==> src/rtl/csi2tx_pixel_gen.sv <==
// Synthetic pixel source: frame_valid/line_valid/pixel_data frames with programmable timing.
// Optional build macro CSI2TX_PIXGEN_PRBS_EN swaps the counting pattern for PRBS-31 data.
module csi2tx_pixel_gen #(
  parameter int PIX_W_MAX = 24,
  parameter int FV_SETUP  = 4,
  parameter int FV_HOLD   = 4
) (
  input  logic                 ci_clk,
  input  logic                 ahb_hrst_n,
  input  logic                 clk_generated,
  input  logic                 start,
  input  logic                 stop,
  input  logic [31:0]          pixel_width,
  input  logic [15:0]          cfg_h_active,
  input  logic [15:0]          cfg_v_active,
  input  logic [15:0]          cfg_h_blank,
  input  logic [15:0]          cfg_v_blank,
  input  logic [7:0]           cfg_num_frames,
  output logic                 frame_valid,
  output logic                 line_valid,
  output logic [PIX_W_MAX-1:0] pixel_data,
  output logic [7:0]           frame_cnt,
  output logic                 busy,
  output logic                 done,
  output logic [2:0]           dbg_state
);

  // Handshake: start is a one-cycle pulse honoured only in IDLE with clk_generated=1;
  // stop is a level that is made sticky and acted on at the next line end, FE exit or VBLANK.
  typedef enum logic [2:0] {
    S_IDLE   = 3'd0,
    S_FS     = 3'd1,
    S_LINE   = 3'd2,
    S_HBLANK = 3'd3,
    S_FE     = 3'd4,
    S_VBLANK = 3'd5
  } state_t;

  localparam logic [15:0] FS_LAST = 16'(FV_SETUP - 1);
  localparam logic [15:0] FE_LAST = 16'(FV_HOLD - 1);
  localparam logic [15:0] FE_EXIT = 16'(FV_HOLD);

  state_t               state;
  logic [15:0]          cnt;
  logic [15:0]          pix_cnt;
  logic [15:0]          line_cnt;
  logic                 stop_req;
  logic [15:0]          h_act_q;
  logic [15:0]          v_act_q;
  logic [15:0]          h_blk_q;
  logic [15:0]          v_blk_q;
  logic [7:0]           num_q;
  logic [PIX_W_MAX-1:0] mask_q;
  logic                 stop_now;

  logic                 load_en;
  logic [15:0]          load_line;
  logic [15:0]          load_pix;

  assign stop_now  = stop | stop_req;
  assign dbg_state = state;

  function automatic logic [15:0] at_least_one(input logic [15:0] v);
    return (v == 16'd0) ? 16'd1 : v;
  endfunction

  function automatic logic [PIX_W_MAX-1:0] width_mask(input logic [31:0] pw);
    logic [31:0] w;
    w = pw;
    if (w < 32'd6)
      w = 32'd6;
    else if (w > 32'(PIX_W_MAX))
      w = 32'(PIX_W_MAX);
    return PIX_W_MAX'((64'd1 << w) - 64'd1);
  endfunction

  always_ff @(posedge ci_clk or negedge ahb_hrst_n) begin
    if (!ahb_hrst_n) begin
      state       <= S_IDLE;
      cnt         <= '0;
      pix_cnt     <= '0;
      line_cnt    <= '0;
      stop_req    <= 1'b0;
      h_act_q     <= '0;
      v_act_q     <= '0;
      h_blk_q     <= '0;
      v_blk_q     <= '0;
      num_q       <= '0;
      mask_q      <= '0;
      frame_valid <= 1'b0;
      line_valid  <= 1'b0;
      frame_cnt   <= '0;
      busy        <= 1'b0;
      done        <= 1'b0;
    end else begin
      done <= 1'b0;
      if (state != S_IDLE)
        stop_req <= stop_req | stop;
      case (state)
        S_IDLE: begin
          if (start && clk_generated) begin
            h_act_q     <= at_least_one(cfg_h_active);
            v_act_q     <= at_least_one(cfg_v_active);
            h_blk_q     <= at_least_one(cfg_h_blank);
            v_blk_q     <= cfg_v_blank;
            num_q       <= cfg_num_frames;
            mask_q      <= width_mask(pixel_width);
            frame_cnt   <= '0;
            stop_req    <= 1'b0;
            cnt         <= '0;
            frame_valid <= 1'b1;
            busy        <= 1'b1;
            state       <= S_FS;
          end
        end
        S_FS: begin
          line_cnt <= '0;
          if (cnt == FS_LAST) begin
            cnt        <= '0;
            pix_cnt    <= '0;
            line_valid <= 1'b1;
            state      <= S_LINE;
          end else begin
            cnt <= cnt + 16'd1;
          end
        end
        S_LINE: begin
          if (pix_cnt == h_act_q - 16'd1) begin
            line_valid <= 1'b0;
            cnt        <= '0;
            if (stop_now || (line_cnt == v_act_q - 16'd1))
              state <= S_FE;
            else
              state <= S_HBLANK;
          end else begin
            pix_cnt <= pix_cnt + 16'd1;
          end
        end
        S_HBLANK: begin
          if (cnt == h_blk_q - 16'd1) begin
            cnt        <= '0;
            pix_cnt    <= '0;
            line_cnt   <= line_cnt + 16'd1;
            line_valid <= 1'b1;
            state      <= S_LINE;
          end else begin
            cnt <= cnt + 16'd1;
          end
        end
        S_FE: begin
          // FV_HOLD cycles with frame_valid high, then one exit cycle with it low.
          if (cnt == FE_LAST) begin
            frame_valid <= 1'b0;
            frame_cnt   <= frame_cnt + 8'd1;
            cnt         <= cnt + 16'd1;
          end else if (cnt == FE_EXIT) begin
            cnt <= '0;
            if (stop_now || ((num_q != 8'd0) && (frame_cnt == num_q))) begin
              busy  <= 1'b0;
              done  <= 1'b1;
              state <= S_IDLE;
            end else if (v_blk_q == 16'd0) begin
              frame_valid <= 1'b1;
              state       <= S_FS;
            end else begin
              state <= S_VBLANK;
            end
          end else begin
            cnt <= cnt + 16'd1;
          end
        end
        S_VBLANK: begin
          if (stop_now) begin
            cnt   <= '0;
            busy  <= 1'b0;
            done  <= 1'b1;
            state <= S_IDLE;
          end else if (cnt == v_blk_q - 16'd1) begin
            cnt         <= '0;
            frame_valid <= 1'b1;
            state       <= S_FS;
          end else begin
            cnt <= cnt + 16'd1;
          end
        end
        default: state <= S_IDLE;
      endcase
    end
  end

  // load_en marks an edge after which line_valid is high; it selects the pixel shown next.
  always_comb begin
    load_en   = 1'b0;
    load_line = line_cnt;
    load_pix  = pix_cnt;
    case (state)
      S_FS: begin
        if (cnt == FS_LAST) begin
          load_en   = 1'b1;
          load_line = '0;
          load_pix  = '0;
        end
      end
      S_LINE: begin
        if (pix_cnt != h_act_q - 16'd1) begin
          load_en  = 1'b1;
          load_pix = pix_cnt + 16'd1;
        end
      end
      S_HBLANK: begin
        if (cnt == h_blk_q - 16'd1) begin
          load_en   = 1'b1;
          load_line = line_cnt + 16'd1;
          load_pix  = '0;
        end
      end
      default: ;
    endcase
  end

`ifdef CSI2TX_PIXGEN_PRBS_EN
  localparam logic [30:0] PRBS_SEED = 31'h7FFF_FFFF;

  logic [30:0] lfsr_q;
  logic [30:0] lfsr_cur;

  // The seed is used directly on the FS->LINE edge so FV_SETUP=1 still starts from it.
  assign lfsr_cur = (state == S_FS) ? PRBS_SEED : lfsr_q;

  always_ff @(posedge ci_clk or negedge ahb_hrst_n) begin
    if (!ahb_hrst_n) begin
      lfsr_q     <= PRBS_SEED;
      pixel_data <= '0;
    end else begin
      if (load_en) begin
        pixel_data <= PIX_W_MAX'(64'(lfsr_cur)) & mask_q;
        lfsr_q     <= {lfsr_cur[29:0], lfsr_cur[30] ^ lfsr_cur[27]};
      end else begin
        pixel_data <= '0;
        if (state == S_FS)
          lfsr_q <= PRBS_SEED;
      end
    end
  end
`else
  logic [31:0] pat_sum;

  assign pat_sum = {16'd0, load_line} + {16'd0, load_pix};

  always_ff @(posedge ci_clk or negedge ahb_hrst_n) begin
    if (!ahb_hrst_n)
      pixel_data <= '0;
    else if (load_en)
      pixel_data <= PIX_W_MAX'(64'(pat_sum)) & mask_q;
    else
      pixel_data <= '0;
  end
`endif

endmodule

==> config.mk <==
export PLATFORM = sky130hd
export DESIGN_NAME = csi2tx_pixel_gen
export DESIGN_NICKNAME = d
export VERILOG_FILES = /design/src/rtl/csi2tx_pixel_gen.sv
export SDC_FILE = /design/constraint.sdc
export NUM_CORES = 1
export LEC_CHECK = 0
export CAP_MARGIN = 10
export CORE_MARGIN = 2
export CORE_UTILIZATION = 50
export CTS_BUF_LIST = sky130_fd_sc_hd__clkbuf_16
export DETAILED_ROUTE_END_ITERATION = 16
export PLACE_DENSITY = 0.85
export SKIP_CTS_REPAIR_TIMING = 1
export SLEW_MARGIN = 0
export SYNTH_ARGS = -nofsm -noshare
export SYNTH_HDL_FRONTEND = slang
export SYNTH_SLANG_ARGS = --single-unit
==> constraint.sdc <==
create_clock -name ci_clk -period 5.5 [get_ports ci_clk]
set_clock_uncertainty 0.1 [all_clocks]
set_input_delay 1.65 -clock ci_clk [delete_from_list [all_inputs] [get_ports ci_clk]]
set_output_delay 1.65 -clock ci_clk [all_outputs]
set_load 0.05 [all_outputs]
==> impl_metrics.json <==
{
  "htree_levels": 4,
  "start_kind": "flop",
  "vias": 10980,
  "min_path_type": "reg -> reg",
  "fp-row-count": 55,
  "cts-root-buf": "clkbuf_16",
  "grt-ovfl-total": 0,
  "synth.distinct_cells": 86,
  "p_leak_uw": 0.006185,
  "worst_r2r_path_depth": 19,
  "hold_path_depth": 2,
  "first_global_vias": 10510,
  "powerDensity_nw_per_um2": 447.8,
  "worst-path-max-fanout": 8,
  "syn_inst": 1403,
  "numCtsBuffers": 17,
  "synth.largest_area_cell": "dfrtp_1",
  "r2r_end": "pixel_data[14]$_DFF_PN0_",
  "endpoint_kind": "flop",
  "dieWidth_um": 155.2,
  "arrival_ns": 5.60,
  "syn-cell-area_um2": 11430,
  "tns_ns": 0,
  "die_h_um": 155.2,
  "cp-startpoint": "h_blk_q[1]$_DFFE_PN0P_",
  "drt_iter0_drc": 1092,
  "fmax_mhz": 185.8,
  "clock_sinks": 170,
  "cp.required_ns": 5.72,
  "synth-edff-count": 0,
  "synth_top_area_share_pct": 37.22,
  "core-area_um2": 22570,
  "ant_nets": 0,
  "drc_errors": 0,
  "grt.total_usage_pct": 26.06,
  "synth-async-reset-ratio_pct": 100.0,
  "ys_seq_area_share_pct": 37.22,
  "area_growth_pct": 21.64,
  "avgSynthCellArea_um2": 8.148,
  "synthTopCellsByCount": "nand2_1 (279), dfrtp_1 (170), nor2_1 (95), clkbuf_1 (72)",
  "drt-total-wl_um": 31460,
  "yosys_register_bits": 170,
  "fin_util_pct": 61.60,
  "synthFlopType": "dfrtp_1",
  "grt_max_degree": 109,
  "path_clk_slew_ns": 0.07,
  "setup_violations": 0,
  "finalMaxSlewViolations": 0,
  "portBuffers": 140,
  "synth_most_common_cell": "nand2_1",
  "worst-setup-path-type": "reg -> reg",
  "grt_pass1_wl_um": 51280,
  "drive_above_1_share_pct": 7.798,
  "fin_area_um2": 13900,
  "wl_per_cell_um": 17.37,
  "fin_nets": 1650,
  "worstHoldStart": "mask_q[8]$_DFFE_PN0P_",
  "netlist_top_cells_area": "dfrtp_1 (37%), nand2_1 (9.2%), xnor2_1 (4.9%)",
  "tightest_slew_ns": 1.013,
  "hold_viol_final": 0,
  "post-route-min-period_ns": 5.382,
  "io_pins": 148,
  "clk_latency_ns": 0.43,
  "peakVddDrop_mv": 0.2442,
  "status": "complete, no violations",
  "antenna_found_initial": 0,
  "r2r_slack_ns": 0.12,
  "hold_path_end": "mask_q[8]$_DFFE_PN0P_",
  "hold_slack_ns": 0.3698,
  "r2r-start": "h_blk_q[1]$_DFFE_PN0P_",
  "diodes": 0,
  "relSlewSlack_pct": 32.48,
  "dp_hpwl_um": 22200,
  "gp_congestion": 0.9200,
  "cap_violations": 0,
  "placed_area_um2": 13040,
  "fin_crit_sh_pct": 97.86,
  "cts_buffer_depth": 2,
  "yosysWarningCount": 0,
  "vias_per_cell": 6.065,
  "dieArea_um2": 24090,
  "firstDrtPassIters": 5,
  "start_util_pct": 50.64,
  "cts_tree": "yes"
}
metrics by stage:
| step | power [uW] | worst slack (ns) | instances |
|---|---|---|---|
| after floorplan | 3936 | 0.1702 | 1410 |
| after global placement | 4613 | 0.1790 | 1768 |
| after detailed placement | 4704 | 0.06099 | 1768 |
| after CTS | 6086 | -0.09026 | 1800 |
| after global routing | 6641 | -0.09177 | 1811 |
| final | 6226 | 0.1175 | 1811 |
sequential cells by signal, indices dropped and copies added, names as in the netlist:
signal       cells
stop_req         1
num_q            8
frame_valid      1
dbg_state        3
line_valid       1
busy             1
pix_cnt         16
frame_cnt        8
v_blk_q         16
done             1
h_act_q         16
cnt             16
mask_q          17
h_blk_q         16
pixel_data      17
v_act_q         16
line_cnt        16
routing by layer:
metal  track usage [%]  part of all wire, %  up-vias
met4             6.466                  1.5        0
met2             43.32                   48      434
met5                 0                    0        -
met3             3.760                  6.7       42
met1             36.11                   44     5299
li1                  -                    -     5209
critical path: stages (launching register included):
cell and delay [ns]:
dfrtp_1 0.43, inv_2 0.11, ha_4 0.15, or3b_2 0.47, o31a_1 0.28, o32a_1 0.30
o2bb2ai_1 0.13, a2111o_1 0.45, or3_4 0.48, buf_4 0.17, buf_4 0.13, nor2_4 0.12
a21oi_1 0.08, a31oi_1 0.19, ha_1 0.32, and3_1 0.22, a221o_1 0.36, o41ai_4 0.45
xnor2_1 0.14, and3_1 0.19
cells in the final DEF (no fill, tap or decap), types with 11 or more instances in the layout:
cell             count
inv_1               36
clkbuf_16           18
nor3b_1             13
xnor2_1             64
nand2_1            279
and3_1              46
nor4_1              45
a21o_1              17
or3_1               11
xor2_1              42
clkdlybuf4s50_1    139
o21ai_0             64
o21a_1              13
nand4_1             26
nand3_1             33
a21oi_1             65
dfrtp_1            169
or4_1               13
a31oi_1             21
o211ai_1            12
buf_4               40
nor2_1              93
nand2b_1            13
nor3_1              34
ha_1                25
where the power goes:
group	total [uW]	internal (uW)	switching (uW)
Clock	1370	846	524
Sequential	2120	1600	515
Combinational	2740	1160	1570
logic make-up (layout without fill, tap and decap cells):
kind of cell	Yosys count	count (layout)	share of synthesized area, %
AND/OR/NAND/NOR	653	653	27.91
AO/OA/AOI/OAI	296	296	17.41
flip-flops	170	170	37.22
buffers and inverters	137	253	5.133
XOR/XNOR	106	106	8.122
adder cells (fa/ha/maj)	28	28	3.130
multiplexers	11	11	1.007
other	2	9	0.06570
how the worst max path moves through the flow:
stage	end	slack, ns	cells after the start
after detailed placement	pixel_data[16]$_DFF_PN0_	0.06	21
after global placement	pixel_data[16]$_DFF_PN0_	0.18	22
after floorplan	pixel_data[16]$_DFF_PN0_	0.17	24
after global routing	pixel_data[14]$_DFF_PN0_	-0.09	21
after CTS	pixel_data[16]$_DFF_PN0_	-0.09	21
final	pixel_data[14]$_DFF_PN0_	0.12	19
cell type report:
cell class,instances,area [um2]
fill,1907,8667
multi-input combinational,1103,6735
sequential,170,4255
timing repair buffer,183,1759
clock buffer,17,425.4
tap,285,356.6
clock inverter,15,230.2
inverter,38,142.6
(Power assumes the default switching activity.)
==> RTL change, RTL diff (config.mk and constraints unchanged) <==
One comparison of `cnt` changes from == to >=.
--- a/src/rtl/csi2tx_pixel_gen.sv
+++ b/src/rtl/csi2tx_pixel_gen.sv
@@ -151,3 +151,3 @@
           // FV_HOLD cycles with frame_valid high, then one exit cycle with it low.
-          if (cnt == FE_LAST) begin
+          if (cnt >= FE_LAST) begin
             frame_valid <= 1'b0;
Formal check against the unedited RTL: no difference found for any inputs over 10 cycles, from zero or initial values and one cycle with ahb_hrst_n low; that may be too few to reach the edited logic, so the function may still have changed.
==> RTL change against the original RTL <==
Cell area down 2.2%; routed wire length down 1.2%; sequential cell count unchanged; critical endpoint is now pixel_data[15]; area after synthesis down 0.21%; clock power down 18%; via count about the same; utilization down 1.2 points; sequential share of layout area up 0.70 points; power down 3.9%; setup slack better by 0.064 ns; die area down 0.20%; combinational power down 1%; largest power group unchanged.
==> RTL change: results (changes against the original RTL) <==
* First drt pass iteration count at 7 (+2)
* Grt ovf at 0 (unchanged)
* CTS root buffer: clkbuf_16
* Drt total wl at 31,100 um (-1.2%)
* GRT Util Overall at 0.262 (+0.00134)
* CTS buffer count at 17 (unchanged)
* Largest net degree at the start of global routing at 113 (+3.7%)
* Dpl ws at 0.154 ns (+0.0928 ns)
* Yosys warnings at 0 (unchanged)
* Hpwl dp at 22,600 um (+1.6%)
* Worst-path maximum fanout at 8 (unchanged)
* Status: complete, no violations
* Post-DP Area at 0.0130 mm^2 (-0.12%)
* Gate count of the mapped netlist at 1,384 (-1.4%)
* Clk Latency, worst-skew pair at about 0.44 ns
* Number of instances in the placed design at 1,748 (-1.1%)
* 1st-iter DRT viols at 1,228 (+12%)
* Most used DFF post-synth: dfrtp_1
* Layout fillers at 1,879 (-1.5%)
* H-tree depth at 4 (unchanged)
* Worst-Margin Slew at 1.07 ns (+0.0570 ns)
* Global-route wire length before repair at 51,600 um (+0.62%)
* Crit path max-delay family: compound AO/OA/AOI/OAI gates
* Clk slew on worst S/H paths at 0.07 ns (about the same)
* Post-DR vias/cell at 6.17 (+1.8%)
* GPL Wtd Cong at 0.925 (+0.52%)
* FFs w/ async S/R, synth at 1.00 (unchanged)
* Clk buf depth at 2 (unchanged)
* Port Buf Inserts at 140 (unchanged)
* Switching Share at 0.436 (+0.0167)
* Netlist cell types at 78 (-9.3%)
* Slowest library cell on the worst path: or4_4
* Area contributors post-synth: dfrtp_1 37%, nand2_1 8.7%, xnor2_1 4.6%
* Number of nets in the layout at 1,620 (-1.8%)
* Sequential area share after synthesis at 0.373 (+0.000776)
* Commonest cells post-synth: 263 x nand2_1, 170 x dfrtp_1, 80 x nor2_1, 67 x clkbuf_1, 63 x o21ai_0
* Critical Path Max Stage Delay at 0.57 ns (+0.09 ns)
* Layout cell share with drive strength beyond 1 at 0.0642 (-0.0138)
* Number of global-route vias before repair at 10,500 (-0.25%)
* Maximum VDD drop at 0.308 mV (+26%)
* Via count at 11,000 (+0.046%)
* HP Class: reg2reg
* Initial antenna violation count at 0 (unchanged)
* Regs by FF count: mask_q (17), pixel_data (17)
* Pleak at 5.98 nW (-3.3%)
* Ant diodes at 0 (unchanged)
* WP data arrival at 5.54 ns (-0.06 ns)
RTL change: cell count changes after synthesis, moves of 9 or more:
cell | unedited run | this run
a22oi_1 | 1 | 12
and3_1 | 46 | 35
a21o_1 | 17 | 8
nor3_1 | 34 | 47
nand3_1 | 33 | 42
a21oi_1 | 68 | 55
a31oi_1 | 22 | 40
inv_1 | 37 | 47
nor4_1 | 46 | 37
nor2_1 | 95 | 80
nand2_1 | 279 | 263
RTL change: cell families after synthesis:
| group | count (synthesis) | share of synthesized area |
|---|---|---|
| buffers and inverters | 139 | 0.0506 |
| DFF | 170 | 0.373 |
| muxes | 23 | 0.0211 |
| AOI/OAI and AO/OA | 300 | 0.178 |
| xor gates and xnor gates | 102 | 0.0783 |
| other | 2 | 0.000658 |
| and+or+nand+nor | 620 | 0.267 |
| adders and majority gates | 28 | 0.0314 |
RTL change: metrics by stage:
| step | hold WS (ns) | utilization |
|---|---|---|
| 2_1_floorplan | 0.325 | - |
| 3_3_place_gp | 0.341 | 0.579 |
| 3_5_place_dp | 0.345 | 0.579 |
| 4_1_cts | 0.372 | 0.602 |
| 5_1_grt | 0.392 | 0.604 |
| 6_report | 0.365 | 0.604 |
RTL change: power groups by stage:
| stage | logic [mW] | clock network, mW | registers [mW] |
|---|---|---|---|
| 2_1_floorplan | 1.99 | 0 | 2.03 |
| 3_3_place_gp | 2.53 | 0 | 2.14 |
| 3_5_place_dp | 2.62 | 0 | 2.16 |
| 4_1_cts | 2.65 | 1.14 | 2.14 |
| 5_1_grt | 2.99 | 1.20 | 2.22 |
| 6_report | 2.70 | 1.13 | 2.16 |
RTL change: worst paths after layout:
check	from	slack (ns)	end	depth (start not counted)
worst max-delay path	h_blk_q[6]	0.18	pixel_data[15]	18
worst min-delay path	mask_q[0]	0.37	mask_q[0]	1
worst max register to register	h_blk_q[6]	0.18	pixel_data[15]	18
worst min register to register	mask_q[0]	0.37	mask_q[0]	1
max in group asynchronous	ahb_hrst_n	3.17	pixel_data[16]	2
min in group asynchronous	ahb_hrst_n	1.26	v_blk_q[12]	1
RTL change: routing by layer:
metal	vias up	wire length (um)	track usage
met3	94	2130	0.0487
met2	465	14900	0.431
met4	0	1040	0.0957
met5	-	0	0
li1	5151	-	-
met1	5279	13100	0.347
RTL change: layout make-up:
type,instances,area (um^2),area share
Clock inverter,14,109,0.00801
Sequential cell,170,4260,0.313
Timing Repair Buffer,165,1620,0.119
Tap cell,285,357,0.0262
Inverter,47,176,0.0130
Clock buffer,17,425,0.0313
Multi-Input combinational cell,1082,6660,0.489
RTL change: worst reg2reg max path: cells and delay by family (launching register included):
family,cells,cell delay (ns)
compound gates,9,2.17
xor+xnor,1,0.11
simple gates,4,1.34
flops,1,0.45
mux,2,0.58
fa+ha+maj,1,0.29
buf+inv,1,0.17
